===== src/rtl/fetch_pc_sequencer.sv =====
// fetch_pc_sequencer
//   Holds the architectural PC and turns each resolved next-PC decision from
//   execute into an absolute fetch address. Issues instruction-memory reads
//   with at most one outstanding. Keeps a single-entry buffer toward decode
//   with a valid/ready handshake. Redirects flush the buffer and mark any
//   in-flight read as wrong-path so its response is discarded.
//
// Ports
//   clock, reset          rising-edge clock, synchronous active-high reset
//   exec_valid            execute presents a resolved instruction
//   next_pc_select        00 PC+4, 01 branch, 10 jalr (bit0 cleared), 11 trap
//   branch_target         PC+imm from execute
//   jalr_target           rs1+imm from execute
//   trap_vector           machine trap handler address
//   imem_req_valid/addr   read request toward instruction memory
//   imem_req_ready        memory accepts the request
//   imem_rsp_valid/data   read response (no backpressure)
//   fetch_valid/pc/inst   buffered instruction toward decode
//   fetch_ready           decode consumes the buffer
//   target_misaligned     one-cycle pulse after a misaligned redirect target
//
// state  | meaning
// -------+-----------------------------------------------------------
// S_REQ  | no read outstanding; may issue when the buffer is free
// S_WAIT | one read outstanding; waiting for imem_rsp_valid

module fetch_pc_sequencer #(
  parameter logic [31:0] RESET_VECTOR = 32'h0040_0000
) (
  input  logic        clock,
  input  logic        reset,
  input  logic        exec_valid,
  input  logic [1:0]  next_pc_select,
  input  logic [31:0] branch_target,
  input  logic [31:0] jalr_target,
  input  logic [31:0] trap_vector,
  output logic        imem_req_valid,
  output logic [31:0] imem_req_addr,
  input  logic        imem_req_ready,
  input  logic        imem_rsp_valid,
  input  logic [31:0] imem_rsp_data,
  output logic        fetch_valid,
  output logic [31:0] fetch_pc,
  output logic [31:0] fetch_inst,
  input  logic        fetch_ready,
  output logic        target_misaligned
);

  typedef enum logic {
    S_REQ  = 1'b0,
    S_WAIT = 1'b1
  } state_t;

  state_t      state;
  state_t      state_nxt;
  logic [31:0] pc;
  logic [31:0] pc_nxt;
  logic [31:0] inflight_pc;
  logic [31:0] inflight_pc_nxt;
  logic        kill;
  logic        kill_nxt;
  logic        fetch_valid_nxt;
  logic [31:0] fetch_pc_nxt;
  logic [31:0] fetch_inst_nxt;
  logic        misaligned_nxt;

  logic        req_fire;
  logic        redirect;
  logic [31:0] jalr_clr;
  logic [31:0] sel_target;
  logic        target_bad;
  logic [31:0] redirect_pc;

  // Issue only depends on registered state and the decode drain, never on
  // the execute-side inputs.
  assign imem_req_valid = (state == S_REQ) && (!fetch_valid || fetch_ready);
  assign imem_req_addr  = pc;
  assign req_fire       = imem_req_valid && imem_req_ready;

  assign redirect = exec_valid && (next_pc_select != 2'b00);
  assign jalr_clr = jalr_target & ~32'h0000_0001;

  always_comb begin
    sel_target = branch_target;
    target_bad = 1'b0;
    case (next_pc_select)
      2'b01: begin
        sel_target = branch_target;
        target_bad = branch_target[1] | branch_target[0];
      end
      2'b10: begin
        sel_target = jalr_clr;
        target_bad = jalr_clr[1];
      end
      2'b11: begin
        // Trap vector alignment is the trap unit's responsibility.
        sel_target = trap_vector;
        target_bad = 1'b0;
      end
      default: begin
        sel_target = branch_target;
        target_bad = 1'b0;
      end
    endcase
  end

  assign redirect_pc = target_bad ? trap_vector : sel_target;

  always_comb begin
    state_nxt       = state;
    pc_nxt          = pc;
    inflight_pc_nxt = inflight_pc;
    kill_nxt        = kill;
    fetch_valid_nxt = fetch_valid;
    fetch_pc_nxt    = fetch_pc;
    fetch_inst_nxt  = fetch_inst;
    misaligned_nxt  = 1'b0;

    if (fetch_valid && fetch_ready) begin
      fetch_valid_nxt = 1'b0;
    end

    case (state)
      S_REQ: begin
        if (req_fire) begin
          inflight_pc_nxt = pc;
          pc_nxt          = pc + 32'd4;
          state_nxt       = S_WAIT;
        end
      end
      S_WAIT: begin
        if (imem_rsp_valid) begin
          state_nxt = S_REQ;
          kill_nxt  = 1'b0;
          // A response landing with a redirect is wrong-path too.
          if (!kill && !redirect) begin
            fetch_valid_nxt = 1'b1;
            fetch_pc_nxt    = inflight_pc;
            fetch_inst_nxt  = imem_rsp_data;
          end
        end
      end
      default: begin
        state_nxt = S_REQ;
      end
    endcase

    if (redirect) begin
      pc_nxt          = redirect_pc;
      fetch_valid_nxt = 1'b0;
      misaligned_nxt  = target_bad;
      // Read still in flight (or issued this very cycle): its data is stale.
      if ((state == S_WAIT) && !imem_rsp_valid) begin
        kill_nxt = 1'b1;
      end
      if (req_fire) begin
        kill_nxt = 1'b1;
      end
    end
  end

  always_ff @(posedge clock) begin
    if (reset) begin
      state             <= S_REQ;
      pc                <= RESET_VECTOR;
      inflight_pc       <= RESET_VECTOR;
      kill              <= 1'b0;
      fetch_valid       <= 1'b0;
      fetch_pc          <= 32'h0;
      fetch_inst        <= 32'h0;
      target_misaligned <= 1'b0;
    end else begin
      state             <= state_nxt;
      pc                <= pc_nxt;
      inflight_pc       <= inflight_pc_nxt;
      kill              <= kill_nxt;
      fetch_valid       <= fetch_valid_nxt;
      fetch_pc          <= fetch_pc_nxt;
      fetch_inst        <= fetch_inst_nxt;
      target_misaligned <= misaligned_nxt;
    end
  end

endmodule


===== config.mk =====
export PLATFORM = sky130hd
export DESIGN_NAME = fetch_pc_sequencer
export DESIGN_NICKNAME = d
export VERILOG_FILES = /design/src/rtl/fetch_pc_sequencer.sv
export SDC_FILE = /design/constraint.sdc
export NUM_CORES = 1
export LEC_CHECK = 0
export CAP_MARGIN = 15
export CORE_MARGIN = 3
export CORE_UTILIZATION = 47
export CTS_BUF_LIST = sky130_fd_sc_hd__clkbuf_8 sky130_fd_sc_hd__clkbuf_16
export DETAILED_ROUTE_END_ITERATION = 10
export PLACE_DENSITY = 0.89
export SLEW_MARGIN = 40
export SYNTH_ARGS = -nofsm -noshare
export SYNTH_HDL_FRONTEND = slang
export SYNTH_SLANG_ARGS = --single-unit

===== constraint.sdc =====
create_clock -name clock -period 3.45 [get_ports clock]
set_input_delay 0.5175 -clock clock [delete_from_list [all_inputs] [get_ports clock]]
set_output_delay 0.5175 -clock clock [all_outputs]
set_load 0.1 [all_outputs]

==> results by group <==
Routing
  – DR vias/cell: 5.51
  – Detailed Route Iter0 Violations: 636
  – # DRC: 0
  – Total Wirelength: 18600 µm
  – Wire per inst: 16.7 µm
  – Pre-antenna DRT Iters: 5
  – Routed via count: 6139
  – Post-route ant nets: 0

Finish
  – Total Nets Final: ~1100
  – Area Overhead vs Synth: 42.6%
  – Non-filler cells in the finished layout: between 1000 and 1500
  – Most common cell after layout, fill and taps aside: nand2_1
  – Layout cell share with drive strength beyond 1: 17.6%
  – FILL cells: between 1000 and 1500
  – Most frequent cells in the layout: nand2_1, clkdlybuf4s50_1, dfxtp_1, a21oi_1, buf_2

Worst setup path
  – Setup CP Type: in2reg
  – Req. time, crit path: 3.78 ns
  – Slowest CP cell: or3b_2
  – Crit path capture type: register
  – Worst R2R Setup Slack: 1.00 ns
  – Startpoint types: primary input
  – Critical Path AT: 2.87 ns
  – Worst r2r src: imem_req_addr[14]$_SDFFE_PP0P_
  – CP max FO: 31
  – R2R depth: 5
  – Critical-path cell list: clkdlybuf4s50_1 -> inv_1 -> ha_1 -> nand3_1 -> nand3b_1 -> buf_4 -> a221oi_1 -> or3b_2 -> o211ai_1
  – Endpoint of the worst-slack reg-to-reg timing path: imem_req_addr[31]$_SDFFE_PP0P_
  – CP peak stage delay: 0.47 ns

Timing
  – Max_slew headroom: 48.2%
  – Setup Viol. Count Final: 0
  – Final worst path period share: 73.8%
  – Pins over their slew limit: 0
  – Fin. Hold Viols: 0
  – Post-route minimum period: roughly 2.5 ns
  – Post-Route Skew: 0.00645 ns
  – RSZ-0062 raised after global routing: no
  – FMAX: 393 MHz
  – Post-Route Setup TNS: 0 ns
  – Slew of the pin with the lowest slew margin: 0.777 ns

Global routing
  – Global route total overflow: 0
  – First-pass GRT wire length: 29800 µm
  – Initial antenna violation count: 2
  – Largest net degree at the start of global routing: slightly below 80
  – Vias in the first global route: 5798
  – Gr usage total: 26.3%

Floorplanning
  – Die Ht: 118 µm
  – Core area: 0.0122 mm²
  – IO Pins: roughly 240
  – Starting Density: between 40 and 50%
  – Die ar.: 0.0139 mm²
  – Placement Rows: 40
  – Die Width: 118 µm

Clocking
  – Clock Pin Slew Worst Setup and Hold Paths: approximately 0.060 ns
  – CTS tree: yes
  – Clock Root Buffer: clkbuf_16
  – CTS Sinks: ~130
  – CTS buffer count: 17
  – Clock Path Buffers: 2
  – Hold-fix buffer count after cts: 0
  – Post-CTS Setup Inserts: 0
  – H-tree depth: 4
  – Post_cts resized: 0
  – Worst-skew pair later-pin latency: 0.40 ns

Placed design
  – RePlAce Congestion: 0.893
  – I/O Buffers: 233
  – Dpl hpwl: 13500 µm
  – Placed cells: 1080

Logic synthesis
  – EDFF count, synth: 0
  – Synth Area in XOR/XNOR: roughly 2.2%
  – Mean area per synthesized cell: 8.12 µm²
  – Number of synthesized register bits: between 100 and 150
  – Syn Nets: 867
  – Yosys top cell area share: 44.8%
  – Largest family of logic cells by synthesized area: compound AO/OA/AOI/OAI gates
  – Adder-cell area share of the yosys netlist: between 1 and 1.5%
  – Post-Syn Instances: roughly 730
  – Top area cells in the synthesized netlist: dfxtp_1, nand2_1, a21oi_1, a22o_1, a221oi_1
  – Ys flop type: dfxtp_1
  – Number of distinct library cells after synthesis: 54
  – Synth Area in Compound Gates: 24.3%
  – Yosys warns: 0
  – Post-Synthesis Cell Area: 0.00590 mm²
  – Simple-gate share of the synthesized area: between 20% and 30%
  – Sequential share of the synthesized area: 44.8%
  – Synth async-reset ratio: 0%
  – Mux cell area share after synthesis: 0%
  – Largest area contributor in the netlist: dfxtp_1

Hold path
  – Worst hold endpoint: fetch_pc[3]$_SDFFE_PP0P_
  – Hold path start: inflight_pc[3]$_SDFFE_PP0P_
  – Hold WC Path Type: reg2reg
  – Hold depth: 2

Power and ir drop
  – Leak: ~0.0032 µW
  – Pwr per Cell Area: 531 mW/mm²
  – Worst vdd ir: 0.000351 V

Flow run
  – Max-Cap Viols: 0

Outcome
  – Status: finished clean
stage by stage:
| step | hold slack, ns | utilization (%) | setup slack [ns] | power, µW | instance area, µm² |
|---|---|---|---|---|---|
| finish | 0.446 | 69.2 | 0.905 | 4470 | 8410 |
| global route | 0.460 | 69.2 | 0.733 | 4640 | 8410 |
| CTS | 0.448 | 69.1 | 0.948 | 4500 | 8410 |
| detailed placement | 0.443 | 63.9 | 0.527 | 2590 | 7770 |
| global placement | 0.438 | 67.7 | 0.608 | 2620 | 8230 |
| floorplan | 0.432 | - | 0.594 | 2300 | 5900 |
per-layer routing:
metal  wire, µm  global-route usage (%)
met1       7470                    32.6
met2       8860                    43.3
met3       1720                    7.74
met4        563                    9.67
met5          0                       0
cell families after synthesis:
| logic type | after synthesis |
|---|---|
| adders and majority gates | 5 |
| xor gates and xnor gates | 15 |
| DFF | 132 |
| AOI/OAI and AO/OA | 216 |
| and+or+nand+nor | 289 |
| buffers and inverters | 69 |
power breakdown:
group / internal (µW) / switching, µW
Sequential: 1590 / 80.3
Clock: 1250 / 655
Combinational: 289 / 607
Total: 3130 / 1340
flip-flops by register name, indices dropped and copies added, names as in the netlist, named ones only:
name and cells:
target_misaligned 1, fetch_pc 32, fetch_inst 32, fetch_valid 1
imem_req_addr 32, inflight_pc 32, state 1
final cells by class:
| cell class | instances | area, µm² | area share (%) |
|---|---|---|---|
| timing repair buffer | 248 | 1960 | 23.3 |
| multi-input combinational | 525 | 2930 | 34.8 |
| clock inverter | 13 | 181 | 2.16 |
| tap | 168 | 210 | 2.50 |
| antenna | 2 | 5.00 | 0.0595 |
| clock buffer | 19 | 453 | 5.38 |
| sequential | 132 | 2640 | 31.4 |
| inverter | 7 | 26.3 | 0.312 |
Yosys cell counts, types with 10 or more instances:
| library cell | n |
|---|---|
| nand2_1 | 208 |
| nor3_1 | 12 |
| nand3_1 | 14 |
| xnor2_1 | 10 |
| nor2_1 | 11 |
| a22o_1 | 30 |
| a211oi_1 | 18 |
| dfxtp_1 | 132 |
| o21ai_0 | 10 |
| clkbuf_1 | 51 |
| a221oi_1 | 29 |
| a21oi_1 | 102 |
worst max path at each step:
stage	startpoint	endpoint	slack, ns
after global routing	next_pc_select[0]	imem_req_addr[22]$_SDFFE_PP1P_	0.73
after detailed placement	next_pc_select[0]	imem_req_addr[22]$_SDFFE_PP1P_	0.53
after global placement	next_pc_select[0]	imem_req_addr[22]$_SDFFE_PP1P_	0.61
after floorplan	imem_req_addr[14]$_SDFFE_PP0P_	imem_req_addr[31]$_SDFFE_PP0P_	0.59
final	next_pc_select[0]	imem_req_addr[22]$_SDFFE_PP1P_	0.90
after CTS	next_pc_select[0]	imem_req_addr[22]$_SDFFE_PP1P_	0.95
critical path, delay by kind of cell:
| family | cells | cell delay [ns] |
|---|---|---|
| buffers and inverters | 3 | 0.90 |
| AO/OA/AOI/OAI | 2 | 0.28 |
| adder cells (fa/ha/maj) | 1 | 0.39 |
| AND/OR/NAND/NOR | 3 | 0.77 |
Note: power is estimated with default switching activity, not from simulation.
